<file path="src/rtl/skein_host_seq.sv">
// skein_host_seq: host-side sequencer driving the skein_top init/load/fetch handshake.
// Define SKEIN_SEQ_CYCLE_COUNT_EN to add the cycles[31:0] hash-latency output.
module skein_host_seq #(
  parameter int W         = 16,
  parameter int MSG_WORDS = 32,
  parameter int DIG_WORDS = 16,
  parameter int TIMEOUT   = 1024
) (
  input  logic         clk,
  input  logic         rst,
  input  logic         start,
  input  logic         abort,
  input  logic [W-1:0] in_data,
  input  logic         in_valid,
  output logic         in_ready,
  output logic [W-1:0] out_data,
  output logic         out_valid,
  input  logic         out_ready,
  output logic         busy,
  output logic         done,
  output logic         err,
  output logic         core_init,
  output logic         core_load,
  output logic         core_fetch,
  output logic [W-1:0] core_idata,
  input  logic         core_ack,
  input  logic [W-1:0] core_odata
`ifdef SKEIN_SEQ_CYCLE_COUNT_EN
  ,
  output logic [31:0]  cycles
`endif
);

  localparam int CW = $clog2(MSG_WORDS + 1);
  localparam int FW = $clog2(DIG_WORDS + 1);
  localparam int TW = $clog2(TIMEOUT);

  typedef enum logic [2:0] {
    S_IDLE, S_INIT, S_LOAD, S_FETCH, S_OUT, S_ERR
  } state_e;

  state_e         state_q, state_d;
  logic [W-1:0]   hold_q, hold_d;
  logic           hold_full_q, hold_full_d;
  logic [CW-1:0]  acc_cnt_q, acc_cnt_d;
  logic [CW-1:0]  ld_cnt_q, ld_cnt_d;
  logic [FW-1:0]  fet_cnt_q, fet_cnt_d;
  logic [TW-1:0]  wd_q, wd_d;
  logic [W-1:0]   out_data_q, out_data_d;

  logic strobe, load_ack, fetch_ack, last_load, wd_expire, accept, out_hs, last_out;

  assign strobe    = core_load | core_fetch;
  assign load_ack  = core_load & core_ack;
  assign fetch_ack = core_fetch & core_ack;
  assign last_load = load_ack && (ld_cnt_q == CW'(MSG_WORDS - 1));
  assign wd_expire = strobe && !core_ack && (wd_q == TW'(TIMEOUT - 1));
  assign accept    = in_valid & in_ready;
  assign out_hs    = out_valid & out_ready;
  assign last_out  = out_hs && (fet_cnt_q == FW'(DIG_WORDS - 1));

  // NOTE: asynchronous reset must appear in the sensitivity list; state uses <= only.
  always_ff @(posedge clk or posedge rst) begin
    if (rst) state_q <= S_IDLE;
    else     state_q <= state_d;
  end

  // abort outranks every transition, including ERR's hold.
  always_comb begin
    state_d = state_q;
    if (abort) begin
      state_d = S_IDLE;
    end else begin
      case (state_q)
        S_IDLE:  if (start) state_d = S_INIT;
        S_INIT:  state_d = S_LOAD;
        S_LOAD: begin
          if (wd_expire)      state_d = S_ERR;
          else if (last_load) state_d = S_FETCH;
        end
        S_FETCH: begin
          if (wd_expire)     state_d = S_ERR;
          else if (core_ack) state_d = S_OUT;
        end
        S_OUT:   if (out_ready) state_d = last_out ? S_IDLE : S_FETCH;
        S_ERR:   state_d = S_ERR;
        default: state_d = S_IDLE;
      endcase
    end
  end

  always_comb begin
    core_init  = (state_q == S_INIT);
    core_load  = (state_q == S_LOAD) && hold_full_q;
    core_fetch = (state_q == S_FETCH);
    core_idata = hold_full_q ? hold_q : '0;
    in_ready   = (state_q == S_LOAD) && (acc_cnt_q < CW'(MSG_WORDS))
                 && (!hold_full_q || core_ack);
    out_valid  = (state_q == S_OUT);
    out_data   = out_data_q;
    busy       = (state_q != S_IDLE);
    err        = (state_q == S_ERR);
    done       = last_out;
  end

  // NOTE: every _d takes its _q value first so no path leaves it unassigned (no latch).
  always_comb begin
    hold_d      = hold_q;
    hold_full_d = hold_full_q;
    acc_cnt_d   = acc_cnt_q;
    ld_cnt_d    = ld_cnt_q;
    fet_cnt_d   = fet_cnt_q;
    wd_d        = wd_q;
    out_data_d  = out_data_q;

    if (core_ack || (state_d != state_q)) wd_d = '0;
    else if (strobe)                      wd_d = wd_q + 1'b1;

    // A retiring word and a new word in the same cycle leave the hold full.
    if (load_ack) begin
      hold_full_d = 1'b0;
      ld_cnt_d    = ld_cnt_q + 1'b1;
    end
    if (accept) begin
      hold_d      = in_data;
      hold_full_d = 1'b1;
      acc_cnt_d   = acc_cnt_q + 1'b1;
    end
    if (last_load) begin
      ld_cnt_d  = '0;
      acc_cnt_d = '0;
    end

    if (fetch_ack) out_data_d = core_odata;
    if (out_hs)    fet_cnt_d  = last_out ? '0 : fet_cnt_q + 1'b1;

    if (abort || ((state_q == S_IDLE) && start)) begin
      hold_d      = '0;
      hold_full_d = 1'b0;
      acc_cnt_d   = '0;
      ld_cnt_d    = '0;
      fet_cnt_d   = '0;
      wd_d        = '0;
    end
    if (abort) out_data_d = '0;
  end

  always_ff @(posedge clk or posedge rst) begin
    if (rst) begin
      hold_q      <= '0;
      hold_full_q <= 1'b0;
      acc_cnt_q   <= '0;
      ld_cnt_q    <= '0;
      fet_cnt_q   <= '0;
      wd_q        <= '0;
      out_data_q  <= '0;
    end else begin
      hold_q      <= hold_d;
      hold_full_q <= hold_full_d;
      acc_cnt_q   <= acc_cnt_d;
      ld_cnt_q    <= ld_cnt_d;
      fet_cnt_q   <= fet_cnt_d;
      wd_q        <= wd_d;
      out_data_q  <= out_data_d;
    end
  end

`ifdef SKEIN_SEQ_CYCLE_COUNT_EN
  logic [31:0] cyc_q, cyc_d;

  // Counts every busy cycle, so it stops by itself once done returns the FSM to IDLE.
  always_comb begin
    cyc_d = cyc_q;
    if (abort || ((state_q == S_IDLE) && start)) cyc_d = '0;
    else if (busy && (cyc_q != 32'hFFFF_FFFF))   cyc_d = cyc_q + 1'b1;
  end

  always_ff @(posedge clk or posedge rst) begin
    if (rst) cyc_q <= '0;
    else     cyc_q <= cyc_d;
  end

  assign cycles = cyc_q;
`endif

endmodule

</file>
<file path="config.mk">
export PLATFORM = sky130hd
export DESIGN_NAME = skein_host_seq
export DESIGN_NICKNAME = d
export VERILOG_FILES = /design/src/rtl/skein_host_seq.sv
export SDC_FILE = /design/constraint.sdc
export NUM_CORES = 1
export LEC_CHECK = 0
export CAP_MARGIN = 10
export CORE_AREA = 2 2 84 86
export CTS_CLUSTER_DIAMETER = 150
export DETAILED_ROUTE_END_ITERATION = 7
export DIE_AREA = 0 0 86 88
export GPL_TIMING_DRIVEN = 1
export MAX_ROUTING_LAYER = met4
export PLACE_DENSITY = 0.78
export SYNTH_ARGS = -nofsm -noshare
export SYNTH_HDL_FRONTEND = slang
export SYNTH_SLANG_ARGS = --single-unit
</file>
<file path="constraint.sdc">
create_clock -name clk -period 2.3 [get_ports clk]
set_input_delay 0.23 -clock clk [delete_from_list [all_inputs] [get_ports clk]]
set_output_delay 0.23 -clock clk [all_outputs]
set_load 0.1 [all_outputs]
</file>
==> metrics.md, run 1 <==
| Metric | Value |
|---|---|
| Result of the run | `complete, no violations` |
| Cells on worst reg2reg path | `5` |
| Max Fanout on Critical Path | `16` |
| Most common cell after layout, fill and taps aside | `nand2_1` |
| Final design utilization | `0.6443` |
| Max_cap viols | `0` |
| Fmax | `0.4920 GHz` |
| CTS H-tree depth | `3` |
| Static Leakage | `1.860 nW` |
| Total clock sinks | `63` |
| Source of the critical timing path | `state_q[0]` |
| Net count reported at finish | `473` |
| Post-layout instance area | `4280 µm²` |
| Number of gates given a new drive strength after cts | `0` |
| Setup repair after global routing missed its margin | `no` |
| Worst hold slack across all endpoints | `0.2313 ns` |
| Antenna violations before repair | `0` |
| Slowest cell on the critical path | `dfrtp_1` |
| Area leader, netlist | `dfrtp_1` |
| Vias in the first global route | `2553` |
| TritonRoute pass-1 iters | `4` |
| Worst VDD drop | `0.3329 mV` |
| Arrival @ worst endpoint | `2.23 ns` |
| Share of cells above drive strength 1 | `0.2161` |
| Worst-path cell chain | `nor2_2 > nor3_2 > a21o_1 > o22a_1 > nor4_2` |
| Number of buffers added by the clock tree synthesis step | `9` |
| Cells after synthesis | `346` |
| Core Box Area | `6644 µm²` |
| Fin cells | `515` |
| Total count of max-transition violations in the final report | `0` |
| Area taken by flip-flops and latches | `1577 µm²` |
| Final total negative setup slack | `0 ns` |
| TritonCTS clock tree | `yes` |
| Die area | `7568 µm²` |
| Synthesized area per cell | `9.229 µm²` |
| Power per unit of standard cell area | `564.2 nW/µm²` |
| Wire per inst | `14.26 µm` |
| Synth Warn # | `0` |
| Worst reg2reg startpoint | `state_q[0]` |
| Count of antenna diodes in the layout | `0` |
| Setup crit end | `wd_q[4]` |
| DRC Markers | `0` |
| Worst-skew pair later-pin latency | `0.33 ns` |
| Dominant synthesized flop cell | `dfrtp_1` |
| Delay of the slowest cell on the worst path | `0.63 ns` |
| CP required | `2.49 ns` |
| Register bit count reported by yosys | `63` |
| Fraction of post-synthesis cell area in the top cell type by area | `0.4937` |
| Die Y | `88 µm` |
| Overflow left after global routing | `0` |
| Hold Path Class | `in2async` |
| Startpoint Class | `flop` |
| Clock skew after layout | `0.004825 ns` |
| Max_slew headroom | `0.5576` |
| Total number of vias | `2716` |
| Worst-path clk slew | `0.07 ns` |
| PortBufs | `78` |
| Total buffers and inverters traversed by the critical path | `0` |
| Minimum clock period | `2.033 ns` |
| Clock Tree Buf Depth | `2` |
| FFs w/ async S/R, synth | `1.000` |
| Cell at the root of the clock tree | `clkbuf_8` |
| DRT antenna net count | `0` |
| Initial drt markers | `149` |
| Final-report hold violation count | `0` |
| Netlist cell types | `46` |
| Number of top-level pins | `79` |
| Wire length of the first global-routing pass | `11820 µm` |
| EDFF count, synth | `0` |
| FF-to-FF setup slack | `0.27 ns` |
| Total stage count of the critical path | `5` |
| Cell Count Post-Placement | `499` |
| Cell area after synthesis | `3193 µm²` |
| Sequential-to-total area share from yosys stat | `0.4937` |
| Worst R2R End | `wd_q[4]` |
| Worst setup path category | `reg2reg` |
| Vias per cell | `5.274` |
| Number of buffers inserted by hold repair at cts | `0` |
| Cell type group with the largest total delay on the critical path | `compound AO/OA/AOI/OAI gates` |
| Final setup violation count | `0` |
| Dpl cell area | `4083 µm²` |
| Actual slew at the worst max-slew pin | `0.6635 ns` |
| Number of nets produced by synthesis | `389` |
| Top cells by area in the synthesized netlist | `dfrtp_1 (49%), nand2_1 (9.9%), a21oi_1 (6.3%), and2_1 (3.9%), nor4_2 (3.9%)` |
| Final worst-path cycle share | `0.8837` |
| Detailed Route WL | `7344 µm` |
| Syn-to-layout area delta | `34.05%` |
| Highest-count cells in the layout ignoring fill and taps | `nand2_1 (84), dfrtp_1 (63), buf_4 (45)` |
| Row count | `30` |
| Initial Util | `0.4806` |
| Filler Cell Count | `559` |
| Multi-input combinational cell area | `1509 µm²` |
| Worst setup EP type | `flop` |
| Placer congestion estimate | `0.8336` |
| Buffers inserted during post-CTS setup optimization | `0` |
| Maximum number of pins on one net before global-route repair | `43` |
| Chip width | `86 µm` |
| Overall track demand over capacity in global routing | `0.2053` |
| Post-detailed-placement half-perimeter wirelength | `5349 µm` |
## how the worst min path moves through the flow
stage	cells past startpoint	from	slack (ns)	endpoint
floorplan	2	in_data[4]	0.36	hold_q[4]
global placement	2	fet_cnt_q[4]	0.49	fet_cnt_q[4]
detailed placement	1	ld_cnt_q[3]	0.50	ld_cnt_q[3]
CTS	2	rst	0.23	out_data[3]
global route	2	rst	0.26	out_data[4]
finish	2	rst	0.23	out_data[0]
## sequential cells by signal (all words and copies together) (netlist names)
| register | flops |
|---|---|
| acc_cnt_q | 6 |
| fet_cnt_q | 5 |
| hold_full_q | 1 |
| hold_q | 16 |
| ld_cnt_q | 6 |
| out_data | 16 |
| state_q | 3 |
| wd_q | 10 |
## synth_stat cells, types with 2 or more instances
cell	n
and3_1	5
buf_4	4
mux2i_1	3
nor3_1	2
nor4_2	10
nand3_1	5
a31oi_1	2
and2_1	20
nand4b_1	4
nand2_1	84
ha_1	4
nor2_1	28
a21oi_1	40
nand2b_1	3
nor3b_1	2
inv_1	5
or2_2	2
clkbuf_1	5
xor2_1	11
dfrtp_1	63
nand4_1	5
xnor2_1	7
buf_2	8
a21o_1	2
## report_power, final
part	internal [mW]	total, mW	switching (mW)
registers	1.12	1.13	0.0137
logic	0.125	0.328	0.203
clock network	0.499	0.955	0.456
total	1.74	2.42	0.672
## kinds of logic (layout without fill, tap and decap cells)
kind of cell	after synthesis	in the layout	share of synthesized area
flip-flops	63	63	0.4937
adder cells (fa/ha/maj)	4	4	0.01567
buffers and inverters	23	112	0.03723
AO/OA/AOI/OAI	53	53	0.09483
XOR/XNOR	18	18	0.04937
multiplexers	3	3	0.009405
AND/OR/NAND/NOR	182	182	0.2998
## metrics by stage
stage	worst slack [ns]	power [mW]
5_1_grt	0.1389	2.520
2_1_floorplan	0.06010	1.350
6_report	0.2675	2.415
3_3_place_gp	0.3840	1.480
3_5_place_dp	0.3157	1.484
4_1_cts	0.3071	2.438
## layer usage
layer / GRT usage / routed length, µm
met5: - / 0
met3: 0.04430 / 217
met4: 0.07937 / 135
met1: 0.2562 / 3307
met2: 0.3277 / 3683
## worst reg2reg max path, cell delays in order (launching register included)
cell and delay [ns]:
dfrtp_1 0.63, nor2_2 0.12, nor3_2 0.32, a21o_1 0.18
o22a_1 0.52, nor4_2 0.11
## area by class of cell
type | count | share of cell area
Tap cell | 80 | 0.02338
Timing Repair Buffer | 91 | 0.2052
Inverter | 5 | 0.004385
Multi-Input combinational cell | 260 | 0.3525
Sequential cell | 63 | 0.3683
Clock inverter | 7 | 0.01725
Clock buffer | 9 | 0.02894
Power figures use the tool's default switching activity.
==> run 2: changes to the inputs <==
--- a/config.mk
+++ b/config.mk
@@ -5,11 +5,10 @@
 export SDC_FILE = /design/constraint.sdc
 export NUM_CORES = 1
 export LEC_CHECK = 0
-export CAP_MARGIN = 10
-export CORE_AREA = 2 2 84 86
+export CORE_AREA = 2 2 80 90
 export CTS_CLUSTER_DIAMETER = 150
 export DETAILED_ROUTE_END_ITERATION = 7
-export DIE_AREA = 0 0 86 88
+export DIE_AREA = 0 0 82 92
 export GPL_TIMING_DRIVEN = 1
 export MAX_ROUTING_LAYER = met4
 export PLACE_DENSITY = 0.78
==> run 2 against run 1 <==
First-iteration DRC count up 24%; clock skew up 0.0022 ns; sequential share of layout area down 0.22 points; sequential power about the same; global-route usage up 0.75 points; highest routed layer unchanged.
==> metrics.md, run 2 (synthesis results as in run 1) <==
| Metric | Value |
|---|---|
| Result of the run | `complete, no violations` |
| Number of buffers added by the clock tree synthesis step | `9 (unchanged)` |
| Number of buffers inserted by hold repair at cts | `0 (unchanged)` |
| Minimum clock period | `2.077 ns (+0.04469 ns)` |
| Max_slew headroom | `0.5288 (-0.02878)` |
| Total clock sinks | `63 (unchanged)` |
| Detailed Route WL | `7152 µm (-2.6%)` |
| Max_cap viols | `0 (unchanged)` |
| Worst setup EP type | `flop` |
| Switching fraction of total power | `0.2443 (-0.03395)` |
| Buffers inserted during post-CTS setup optimization | `0 (unchanged)` |
| Initial drt markers | `185 (+24%)` |
| Total number of vias | `2698 (-0.66%)` |
| Fin cells | `518 (+0.58%)` |
| Count of antenna diodes in the layout | `0 (unchanged)` |
| Vias per cell | `5.208 (-1.2%)` |
| Final worst-path cycle share | `0.9031 (+0.01943)` |
| Startpoint Class | `flop` |
| Hold Path Class | `in2async` |
| CP required | `2.49 ns (about the same)` |
| Row count | `32 (+6.7%)` |
| Static Leakage | `1.882 nW (+1.2%)` |
| Highest-count cells in the layout ignoring fill and taps | `nand2_1 (84), dfrtp_1 (63), buf_4 (44)` |
| Setup repair after global routing missed its margin | `no` |
| Delay of the slowest cell on the worst path | `0.61 ns (-0.02 ns)` |
| CTS H-tree depth | `3 (unchanged)` |
| Most common cell after layout, fill and taps aside | `nand2_1` |
| PortBufs | `78 (unchanged)` |
| Core Box Area | `6726 µm² (+1.2%)` |
| Worst-path cell chain | `nand2b_2 > nor3_2 > a21o_1 > o22a_1 > nor4_2` |
| Overflow left after global routing | `0 (unchanged)` |
| Initial Util | `0.4747 (-0.005900)` |
| Power per unit of standard cell area | `610.6 nW/µm² (+8.2%)` |
| Antenna violations before repair | `0 (unchanged)` |
| DRT antenna net count | `0 (unchanged)` |
| Post-detailed-placement half-perimeter wirelength | `4909 µm (-8.2%)` |
| Clock Tree Buf Depth | `2 (unchanged)` |
| Cell Count Post-Placement | `502 (+0.60%)` |
| Number of top-level pins | `79 (unchanged)` |
| Worst VDD drop | `0.5430 mV (+63%)` |
| Placer congestion estimate | `0.8440 (+1.2%)` |
| Worst-path clk slew | `0.07 ns (about the same)` |
| Net count reported at finish | `471 (-0.42%)` |
| Fmax | `0.4814 GHz (-2.2%)` |
| Worst-skew pair later-pin latency | `0.34 ns (about the same)` |
| Final total negative setup slack | `0 ns (unchanged)` |
| Wire length of the first global-routing pass | `11990 µm (+1.5%)` |
| Maximum number of pins on one net before global-route repair | `64 (+49%)` |
| Cell at the root of the clock tree | `clkbuf_8` |
| Overall track demand over capacity in global routing | `0.2127 (+0.007465)` |
| Total count of max-transition violations in the final report | `0 (unchanged)` |
| Net switching power figure | `642.4 µW (-4.4%)` |
| Sequential share of power | `0.432 (-0.037)` |
| Final-report hold violation count | `0 (unchanged)` |
| Dpl cell area | `4061 µm² (-0.52%)` |
| Number of gates given a new drive strength after cts | `0 (unchanged)` |
| Die area | `7544 µm² (-0.32%)` |
| Internal power contribution | `1.987 mW (+14%)` |
| Power, Total | `2.630 mW (+8.9%)` |
| Syn-to-layout area delta | `34.87%` |
| Wire per inst | `13.81 µm (-3.2%)` |
| Slowest cell on the critical path | `dfrtp_1` |
| Worst setup slack after placement | `0.2682 ns (-0.04751 ns)` |
| FF-to-FF setup slack | `0.22 ns (-0.04 ns)` |
| Final setup violation count | `0 (unchanged)` |
| Die Y | `92 µm (+4.5%)` |
| Worst setup path category | `reg2reg` |
| Share of total power in combinational logic | `0.122 (-0.014)` |
| Clock share of power | `0.446 (+0.051)` |
| Share of cells above drive strength 1 | `0.2125 (-0.003621)` |
| Arrival @ worst endpoint | `2.27 ns (+0.04 ns)` |
| Cell type group with the largest total delay on the critical path | `compound AO/OA/AOI/OAI gates` |
| Post-layout instance area | `4307 µm² (+0.61%)` |
| Worst reg2reg startpoint | `state_q[1]` |
| Post-layout worst setup margin | `0.2228 ns (-0.04469 ns)` |
| Max Fanout on Critical Path | `14 (-2)` |
| Vias in the first global route | `2657 (+4.1%)` |
| TritonCTS clock tree | `yes` |
| Chip width | `82 µm (-4.7%)` |
| DRC Markers | `0 (unchanged)` |
| Cells on worst reg2reg path | `5 (unchanged)` |
| Actual slew at the worst max-slew pin | `0.7067 ns (+0.04316 ns)` |
| Clock skew after layout | `0.006998 ns (+0.002172 ns)` |
| Total buffers and inverters traversed by the critical path | `0 (unchanged)` |
| TritonRoute pass-1 iters | `4 (unchanged)` |
| Worst R2R End | `wd_q[9]` |
## run 2: changes by cell type in the layout (fill, tap and decap cells not counted)
| cell | before | now |
|---|---|---|
| buf_12 | 8 | 7 |
| bufinv_16 | 1 | 3 |
| clkinvlp_4 | 4 | 1 |
| clkinv_2 | 1 | 2 |
| clkbuf_8 | 9 | 10 |
| buf_4 | 45 | 44 |
| clkinv_4 | 1 | 0 |
## run 2: stage by stage
step                      utilization  hold WS (ns)
final                          0.6403        0.2720
after global routing           0.6403        0.3063
after CTS                      0.6403        0.2793
after detailed placement       0.6038        0.5006
after global placement         0.6038        0.4904
after floorplan                     -        0.3603
## run 2: cell type report
type | instances | area [µm²]
Multi-Input combinational cell | 260 | 1509
Clock inverter | 6 | 107.6
Inverter | 5 | 18.77
Sequential cell | 63 | 1577
Fill cell | 566 | 2420
Timing Repair Buffer | 89 | 850.8
Clock buffer | 10 | 137.6
Tap cell | 85 | 106.4
## run 2: how the worst max path moves through the flow
stage                       endpoint  startpoint  cells past startpoint
final                        wd_q[9]  state_q[1]                      5
after global routing         wd_q[9]  state_q[1]                      5
after CTS                    wd_q[9]  state_q[1]                      5
after detailed placement     wd_q[9]  state_q[1]                      5
after global placement       wd_q[7]  state_q[1]                      5
after floorplan           state_q[1]  state_q[0]                      4
## run 2: power groups by stage
stage / sequential, mW / clock (mW) / combinational, mW
finish: 1.14 / 1.17 / 0.321
global route: 1.14 / 1.25 / 0.345
CTS: 1.14 / 1.20 / 0.325
detailed placement: 1.16 / 0 / 0.323
global placement: 1.16 / 0 / 0.321
floorplan: 1.17 / 0 / 0.184
## run 2: metal layers
layer / GRT usage / wire, µm / part of all wire
met5: - / 0 / 0
met4: 0.1333 / 254 / 0.036
met3: 0.04429 / 384 / 0.054
met2: 0.3144 / 3462 / 0.48
met1: 0.2632 / 3051 / 0.43
## run 2: worst reg2reg max path: stages, from the launching register on
cell,delay [ns]
dfrtp_1,0.61
nand2b_2,0.18
nor3_2,0.33
a21o_1,0.18
o22a_1,0.52
nor4_2,0.12
==> run 3: changes to the inputs <==
--- a/config.mk
+++ b/config.mk
@@ -15,3 +15,4 @@
 export SYNTH_ARGS = -nofsm -noshare
 export SYNTH_HDL_FRONTEND = slang
 export SYNTH_SLANG_ARGS = --single-unit
+export TNS_END_PERCENT = 50
==> constraint.sdc (replaced) <==
create_clock -name clk -period 2.3 [get_ports clk]
set_input_delay 0.23 -clock clk [delete_from_list [all_inputs] [get_ports clk]]
set_output_delay 0.23 -clock clk [all_outputs]
set_load 0.05 [all_outputs]
==> run 3 against run 2 <==
Non-clock buffer count increased by 2; clock power decreased by 19%; setup slack got worse by 0.021 ns; hold slack got worse by 0.046 ns.
==> metrics.md, run 3 (synthesis results as in run 1) <==
| Metric | Value |
|---|---|
| Worst-skew pair later-pin latency | `0.34 ns (about the same)` |
| TritonCTS clock tree | `yes` |
| Startpoint Class | `flop` |
| Clock share of power | `0.400 (-0.046)` |
| Worst VDD drop | `0.4137 mV (-24%)` |
| Syn-to-layout area delta | `35.54%` |
| DRT antenna net count | `0 (unchanged)` |
| Total buffers and inverters traversed by the critical path | `0 (unchanged)` |
| TritonRoute pass-1 iters | `5 (+1)` |
| Detail Route met2 WL | `3401 µm (-1.8%)` |
| Chip width | `82 µm (unchanged)` |
| Total clock sinks | `63 (unchanged)` |
| Die Y | `92 µm (unchanged)` |
| Count of antenna diodes in the layout | `0 (unchanged)` |
| Vias per cell | `5.240 (+0.61%)` |
| Total count of max-transition violations in the final report | `0 (unchanged)` |
| Worst setup EP type | `flop` |
| Total number of vias | `2725 (+1.0%)` |
| Arrival @ worst endpoint | `2.29 ns (+0.02 ns)` |
| Filler Cell Count | `552 (-2.5%)` |
| Power per unit of standard cell area | `546.5 nW/µm² (-11%)` |
| Delay of the slowest cell on the worst path | `0.54 ns (-0.07 ns)` |
| Share of cells above drive strength 1 | `0.1310 (-0.08144)` |
| Length of routed met3 wiring | `364 µm (-5.2%)` |
| Post-detailed-placement half-perimeter wirelength | `4968 µm (+1.2%)` |
| Max_cap viols | `0 (unchanged)` |
| Sequential share of power | `0.479 (+0.047)` |
| Minimum clock period | `2.098 ns (+0.02054 ns)` |
| Final-report hold violation count | `0 (unchanged)` |
| Share of total power in combinational logic | `0.121 (about the same)` |
| Wire per inst | `13.57 µm (-1.7%)` |
| Row count | `32 (unchanged)` |
| Final setup violation count | `0 (unchanged)` |
| Worst-path cell chain | `nand2b_2 > nor3_2 > a21o_1 > o22a_1 > nor4_2` |
| Max Fanout on Critical Path | `16 (+2)` |
| Worst-path clk slew | `0.07 ns (about the same)` |
| Met1 routed wirelength after detailed routing | `3084 µm (+1.1%)` |
| CP required | `2.50 ns (about the same)` |
| Final design utilization | `0.6434 (+0.003162)` |
| Final worst-path cycle share | `0.9121 (+0.008931)` |
| Fmax | `0.4767 GHz (-0.98%)` |
| Overall track demand over capacity in global routing | `0.2116 (-0.001135)` |
| Slowest cell on the critical path | `dfrtp_1` |
| PortBufs | `78 (unchanged)` |
| Clock skew after layout | `0.005831 ns (-0.001167 ns)` |
| Die area | `7544 µm² (unchanged)` |
| Post-layout worst setup margin | `0.2022 ns (-0.02054 ns)` |
| Overflow left after global routing | `0 (unchanged)` |
| Vias in the first global route | `2565 (-3.5%)` |
| Uppermost metal layer occupied by signal nets | `met4` |
| Detailed Route WL | `7058 µm (-1.3%)` |
| Static Leakage | `2.024 nW (+7.5%)` |
| Switching fraction of total power | `0.2540 (+0.009743)` |
| DRC Markers | `0 (unchanged)` |
| Worst setup path category | `reg2reg` |
| Cell at the root of the clock tree | `clkbuf_8` |
| Placer congestion estimate | `0.8439 (about the same)` |
| Multi-input combinational cell area | `1498 µm² (-0.75%)` |
| Actual slew at the worst max-slew pin | `0.6549 ns (-0.05174 ns)` |
| Max_slew headroom | `0.5633 (+0.03450)` |
| Antenna violations before repair | `0 (unchanged)` |
| Number of top-level pins | `79 (unchanged)` |
| Internal power contribution | `1.764 mW (-11%)` |
| Initial drt markers | `154 (-17%)` |
| Buffers inserted during post-CTS setup optimization | `0 (unchanged)` |
| Most common cell after layout, fill and taps aside | `nand2_1` |
| Core Box Area | `6726 µm² (unchanged)` |
| Worst setup slack after placement | `0.2194 ns (-0.04883 ns)` |
| Hold Path Class | `in2async` |
| Net switching power figure | `600.8 µW (-6.5%)` |
| Clock Tree Buf Depth | `2 (unchanged)` |
| Cell type group with the largest total delay on the critical path | `simple AND/OR/NAND/NOR gates` |
| Setup repair after global routing missed its margin | `no` |
| Final total negative setup slack | `0 ns (unchanged)` |
| Highest-count cells in the layout ignoring fill and taps | `nand2_1 (84), dfrtp_1 (63), clkdlybuf4s50_1 (58)` |
| Maximum number of pins on one net before global-route repair | `44 (-31%)` |
| Initial Util | `0.4747 (unchanged)` |
| Net count reported at finish | `473 (+0.42%)` |
| Number of buffers added by the clock tree synthesis step | `9 (unchanged)` |
| Area taken by flip-flops and latches | `1577 µm² (unchanged)` |
| Wire length of the first global-routing pass | `11850 µm (-1.2%)` |
| Result of the run | `complete, no violations` |
| CTS H-tree depth | `3 (unchanged)` |
## run 3: changes by cell type in the layout (fill, tap and decap cells not counted), sizes merged
cell / before / now
clkinvlp: 1 / 2
clkdlybuf4s50: 38 / 58
bufinv: 3 / 1
dlymetal6s2s: 0 / 13
clkinv: 2 / 3
buf: 51 / 20
## run 3: power groups by stage
stage | clock network, mW | logic [mW] | registers [mW]
floorplan | 0 | 0.156 | 1.16
global placement | 0 | 0.286 | 1.15
detailed placement | 0 | 0.288 | 1.15
CTS | 0.983 | 0.290 | 1.13
global route | 1.03 | 0.312 | 1.13
finish | 0.947 | 0.286 | 1.13
## run 3: path summary, 6_finish.rpt
path | startpoint | to | slack, ns | cells after the start
max | state_q[2] | wd_q[3] | 0.20 | 5
min | rst | hold_q[7] | 0.23 | 2
max reg2reg | state_q[2] | wd_q[3] | 0.20 | 5
min reg2reg | fet_cnt_q[4] | fet_cnt_q[4] | 0.51 | 2
max in group asynchronous | rst | wd_q[5] | 1.51 | 3
min in group clk | core_odata[15] | out_data[15] | 0.43 | 3
## run 3: final cells by class
class                           count  share of cell area
Multi-Input combinational cell    260              0.3461
Clock buffer                       10             0.03180
Tap cell                           85             0.02457
Timing Repair Buffer               91              0.2151
Inverter                            5            0.004337
Clock inverter                      6             0.01388
Sequential cell                    63              0.3643
## run 3: repair_timing
item                                   in CTS  in global routing
setup endpoints to repair                   0                 13
hold buffers                                0                  0
endpoints found under the hold margin       0                  0
gates resized for setup                     0                 13
## run 3: routing by layer
metal / vias to the layer above / global-route usage
li1: 1332 / -
met1: 1294 / 0.2727
met2: 82 / 0.3137
met3: 17 / 0.03543
met4: 0 / 0.1208
met5: - / -
## run 3: stage by stage
step	cell area, µm²	cells	hold slack [ns]	power, mW
2_1_floorplan	3193	346	0.3603	1.313
3_3_place_gp	4098	504	0.4900	1.439
3_5_place_dp	4098	504	0.4977	1.441
4_1_cts	4295	520	0.2225	2.404
5_1_grt	4328	520	0.2626	2.472
6_report	4328	520	0.2260	2.365
